## src/rtl/wb_writeback_pkg.sv

```systemverilog
// Shared MIPS pipeline definitions: data/register widths and load-type codes.
// Imported by the writeback stage and its load alignment helper.
package wb_writeback_pkg;

   localparam int NB_DATA_DEF = 32;
   localparam int NB_REG_DEF  = 5;
   localparam int NB_LOAD_DEF = 3;

   typedef enum logic [2:0] {
      LD_LW  = 3'b000,
      LD_LB  = 3'b001,
      LD_LBU = 3'b010,
      LD_LH  = 3'b011,
      LD_LHU = 3'b100
   } load_t;

endpackage

```

## src/rtl/wb_load_align.sv

```systemverilog
// Combinational load-data extraction: picks the addressed byte/halfword
// of a little-endian memory word and sign- or zero-extends it.
module wb_load_align
   import wb_writeback_pkg::*;
#(
   parameter int NB_DATA = NB_DATA_DEF,
   parameter int NB_LOAD = NB_LOAD_DEF
) (
   input  logic               i_mem_to_reg,
   input  logic [NB_LOAD-1:0] i_load_type,
   input  logic [1:0]         i_byte_offset,
   input  logic [NB_DATA-1:0] i_alu_result,
   input  logic [NB_DATA-1:0] i_mem_data,
   output logic [NB_DATA-1:0] o_data
);

   logic [NB_DATA-1:0] b_sh;
   logic [NB_DATA-1:0] h_sh;
   logic [7:0]         b;
   logic [15:0]        h;
   logic               is_lb;
   logic               is_lbu;
   logic               is_lh;
   logic               is_lhu;

   assign b_sh = i_mem_data >> {i_byte_offset, 3'b000};
   assign h_sh = i_mem_data >> {i_byte_offset[1], 4'b0000};
   assign b    = b_sh[7:0];
   assign h    = h_sh[15:0];

   assign is_lb  = i_load_type == NB_LOAD'(LD_LB);
   assign is_lbu = i_load_type == NB_LOAD'(LD_LBU);
   assign is_lh  = i_load_type == NB_LOAD'(LD_LH);
   assign is_lhu = i_load_type == NB_LOAD'(LD_LHU);

   // Unlisted codes fall through to a full-word load.
   always_comb begin
      o_data = i_mem_data;
      if (!i_mem_to_reg) begin
         o_data = i_alu_result;
      end else begin
         unique case (1'b1)
            is_lb:   o_data = {{(NB_DATA-8){b[7]}}, b};
            is_lbu:  o_data = {{(NB_DATA-8){1'b0}}, b};
            is_lh:   o_data = {{(NB_DATA-16){h[15]}}, h};
            is_lhu:  o_data = {{(NB_DATA-16){1'b0}}, h};
            default: o_data = i_mem_data;
         endcase
      end
   end

endmodule

```

## src/rtl/wb_writeback.sv

```systemverilog
// Writeback stage: registered register-file write port plus a per-register
// pending-write scoreboard that ID uses to detect outstanding results.
module wb_writeback
   import wb_writeback_pkg::*;
#(
   parameter int NB_DATA = NB_DATA_DEF,
   parameter int NB_REG  = NB_REG_DEF,
   parameter int NB_LOAD = NB_LOAD_DEF
) (
   input  logic               i_clk,
   input  logic               i_reset,
   input  logic               i_valid,
   input  logic               i_reg_write,
   input  logic               i_mem_to_reg,
   input  logic [NB_LOAD-1:0] i_load_type,
   input  logic [1:0]         i_byte_offset,
   input  logic [NB_DATA-1:0] i_alu_result,
   input  logic [NB_DATA-1:0] i_mem_data,
   input  logic [NB_REG-1:0]  i_dest,
   input  logic               i_issue_valid,
   input  logic               i_issue_reg_write,
   input  logic [NB_REG-1:0]  i_issue_dest,
   input  logic [NB_REG-1:0]  i_rs,
   input  logic [NB_REG-1:0]  i_rt,
   input  logic               i_flush,
   output logic [NB_DATA-1:0] o_data_input,
   output logic [NB_REG-1:0]  o_address_data,
   output logic               o_write,
   output logic               o_busy_rs,
   output logic               o_busy_rt,
   output logic               o_sb_error
);

   localparam int NREG = 1 << NB_REG;

   logic                  retire;
   logic                  issue;
   logic [NB_DATA-1:0]    sel_data;
   logic [NREG-1:0][1:0]  cnt;
   logic [NREG-1:0][1:0]  cnt_nxt;
   logic                  err_set;

   assign retire = i_valid & i_reg_write & (i_dest != '0);
   assign issue  = i_issue_valid & i_issue_reg_write
                 & (i_issue_dest != '0);

   wb_load_align #(
      .NB_DATA (NB_DATA),
      .NB_LOAD (NB_LOAD)
   ) u_align (
      .i_mem_to_reg  (i_mem_to_reg),
      .i_load_type   (i_load_type),
      .i_byte_offset (i_byte_offset),
      .i_alu_result  (i_alu_result),
      .i_mem_data    (i_mem_data),
      .o_data        (sel_data)
   );

   always_ff @(posedge i_clk or posedge i_reset) begin
      if (i_reset) begin
         o_write        <= 1'b0;
         o_data_input   <= '0;
         o_address_data <= '0;
      end else begin
         o_write <= retire;
         if (retire) begin
            o_data_input   <= sel_data;
            o_address_data <= i_dest;
         end
      end
   end

   // Matching issue and retire on one register cancel out.
   always_comb begin
      cnt_nxt = cnt;
      err_set = 1'b0;
      for (int r = 1; r < NREG; r++) begin
         logic inc;
         logic dec;
         inc = issue  && (i_issue_dest == NB_REG'(r));
         dec = retire && (i_dest == NB_REG'(r));
         if (inc && !dec) begin
            if (cnt[r] == 2'd3) err_set = 1'b1;
            else                cnt_nxt[r] = cnt[r] + 2'd1;
         end else if (dec && !inc) begin
            if (cnt[r] == 2'd0) err_set = 1'b1;
            else                cnt_nxt[r] = cnt[r] - 2'd1;
         end
      end
      if (i_flush) begin
         cnt_nxt = '0;
         err_set = 1'b0;
      end
      cnt_nxt[0] = 2'd0;
   end

   always_ff @(posedge i_clk or posedge i_reset) begin
      if (i_reset) begin
         cnt        <= '0;
         o_sb_error <= 1'b0;
      end else begin
         cnt        <= cnt_nxt;
         o_sb_error <= o_sb_error | err_set;
      end
   end

   assign o_busy_rs = (i_rs != '0) && (cnt[i_rs] != 2'd0);
   assign o_busy_rt = (i_rt != '0) && (cnt[i_rt] != 2'd0);

endmodule

```

## config.mk

```make
export PLATFORM = sky130hd
export DESIGN_NAME = wb_writeback
export DESIGN_NICKNAME = d
export VERILOG_FILES = /design/src/rtl/wb_writeback_pkg.sv /design/src/rtl/wb_load_align.sv /design/src/rtl/wb_writeback.sv
export SDC_FILE = /design/constraint.sdc
export NUM_CORES = 1
export LEC_CHECK = 0
export BUFFER_PORTS_ARGS = -buffer_cell sky130_fd_sc_hd__buf_2
export CORE_MARGIN = 5
export CORE_UTILIZATION = 60
export CTS_CLUSTER_SIZE = 14
export DETAILED_ROUTE_END_ITERATION = 6
export PLACE_DENSITY = 0.85
export SYNTH_ARGS = -nofsm -noshare
export SYNTH_HDL_FRONTEND = slang
export SYNTH_SLANG_ARGS = --single-unit
```

## constraint.sdc

```tcl
create_clock -name i_clk -period 9.5 [get_ports i_clk]
set_input_delay 1.9 -clock i_clk [delete_from_list [all_inputs] [get_ports i_clk]]
set_output_delay 1.9 -clock i_clk [all_outputs]
set_load 0.01 [all_outputs]
```

==> results.yml <==
yosys:
  syn_area_sq_mm: 0.007631
  synthFlopType: "dfrtp_1"
  asyncSetResetFlopFracSynth_pct: 100.0
  syn_area_per_cell_sq_um: 7.949
  synth_nets: 1057
  synthCells: 960
  yosys_warnings: 0
  netlist.area_leader.share_pct: 33.12
  netlist_top_cells_area: "dfrtp_1, o21ai_0, a21oi_1"
  synth-seq-cells: 101
  seq_area_frac_synth_pct: 33.12
  yosysTopAreaCell: "dfrtp_1"
  ys_types: 79
  synth_edf_count: 0
layout:
  diodes: 0
  drive_above_1_share_pct: 18.79
  final_nets: 1152
  syn2layout_area_growth_pct: 12.36
  fin_cells: 1231
  final_common_cell: "buf_2"
  final_cell_mix: "buf_2, nand2_1, o21ai_0, dfrtp_1"
floorplan:
  initial_core_util_pct: 60.72
  die_h_microns: 122.8
  die_area_sq_mm: 0.01507
  dieWidth_microns: 122.8
  fp.coreArea_sq_mm: 0.01257
  rows: 41
  io_pins: 138
timing:
  hold_viol_final: 0
  slew_violations: 0
  finalSetupViolCount: 0
  worstMarginPinSlew_ns: 0.8806
  grt_setup_unrepaired: "false"
  finalCritPeriodShare_pct: 57.25
  max-slew-margin-rel_pct: 40.37
  period_needed_ns: 5.438
  holdWs_ns: 0.4738
  fmax_mhz: 183.9
  finalSetupTns_ns: 0
  skew_ns: 0.007424
  setup_slack_ns: 4.062
place:
  gp_congestion: 0.9863
  numPlacedInstances: 1216
  pre_cts_ws_ns: 4.078
  io_buffers: 137
  dp_hpwl_microns: 17260
pwr:
  fin_total_pwr_mw: 1.029
  ir_drop_v: 0.00009755
  power_density_mw_per_mm2: 120.0
  cellLeakagePower_nw: 3.546
routing:
  detail_route.wl_per_cell_microns: 18.58
  firstDrtPassIters: 7
  ant_nets: 0
  drc_errors: 0
  num_vias: 8051
  avgViaCountPerCell: 6.540
  drt_iter0_drc: 942
  finalWirelength_microns: 22870
setup_path:
  crit_fanout: 13
  startpoint_type: "input port"
  critPathCaptureType: "primary output"
  worstPathArrival_ns: 3.54
  path_class: "in -> out"
  required_ns: 7.60
status:
  status: "complete, no violations"
global_routing:
  grt_usage_pct: 31.22
  grt_pass1_vias: 7388
  antenna_found_initial: 0
  grt_pass1_wl_microns: 36830
  grt_overflow: 0
  grt_max_degree: 64
cts:
  cts.sinks: 101
  cts_resized: 0
  clk_pin_slew_ns: 0.07
  ctsHtreeMaxLevel: 3
  cts_buffers: 9
  clockBufferDepth: 2
  hold_buffers: 0
  post_cts_buffers: 0
  cts_tree: "built"
  clock_latency_ns: 0.35
  cts-root-buf: "clkbuf_16"
min_path:
  hp-class: "reg -> reg"
run:
  maxCapViolCount: 0
[worst paths after layout]
path                                   from  slack, ns               end  cells past startpoint
max                                 i_rt[2]       4.06         o_busy_rt                      5
min                        o_data_input[23]       0.47  o_data_input[23]                      2
max reg2reg                         cnt[41]       7.65        o_sb_error                      6
min reg2reg                o_data_input[23]       0.47  o_data_input[23]                      2
max in group asynchronous           i_reset       6.75           cnt[26]                      3
min in group asynchronous           i_reset       1.66  o_data_input[15]                      2
[flip-flops by register name (all words and copies together) (netlist names)]
register and count:
o_sb_error 1, o_data_input 32, o_write 1, cnt 62
o_address_data 5
[area by class of cell]
type	instances	area, sq um
multi-input cells	775	4745
inverters	27	103.9
clock buffers	10	229.0
flip-flops and latches	101	2527
repair buffers	141	715.7
clock inverters	5	38.79
well taps	172	215.2
fillers	1066	3994
[Yosys cell counts (7+ instances only)]
| cell type | count |
|---|---|
| nand2_1 | 112 |
| nor4_1 | 11 |
| a32oi_1 | 9 |
| nor2_1 | 98 |
| o221ai_1 | 7 |
| nor2b_1 | 11 |
| a21oi_1 | 98 |
| o22ai_1 | 9 |
| nor3_1 | 29 |
| xnor2_1 | 7 |
| o21bai_1 | 7 |
| a211oi_1 | 30 |
| o21ai_0 | 102 |
| buf_2 | 14 |
| mux4_2 | 16 |
| clkbuf_1 | 36 |
| nand3_1 | 32 |
| dfrtp_1 | 101 |
| o31ai_1 | 18 |
| nand2b_1 | 21 |
| and2_1 | 18 |
| mux2i_1 | 7 |
| and3_1 | 11 |
| a211o_1 | 9 |
| inv_1 | 27 |
[per-layer routing]
layer	track usage, %	share of wire, %
met1	41.01	39
met2	47.93	45
met3	10.09	12
met4	12.39	3.5
met5	0	0
[critical path, stage by stage]
cell     delay [ns]
buf_2          0.25
mux4_2         0.55
mux4_2         0.49
a21oi_1        0.20
buf_2          0.16
[metrics by stage]
stage / cell area [sq um] / utilization, %
6_report: 8574 / 68.22
5_1_grt: 8574 / 68.22
4_1_cts: 8574 / 68.22
3_5_place_dp: 8307 / 66.09
3_3_place_gp: 8307 / 66.09
2_1_floorplan: 7631 / -
[where the power goes]
group          switching, mW  internal [mW]  total, mW
clock                  0.167          0.177      0.343
combinational          0.134         0.0779      0.212
sequential            0.0162          0.457      0.473
total                  0.317          0.711       1.03
[kinds of logic (layout without fill, tap and decap cells)]
group,count (synthesis),after routing,share of synthesized area [%]
buffers and inverters,84,183,4.853
DFF,101,101,33.12
AOI/OAI and AO/OA,342,342,28.17
and+or+nand+nor,398,398,26.74
muxes,26,26,6.083
xor gates and xnor gates,9,9,1.033
Power figures use the tool's default switching activity.
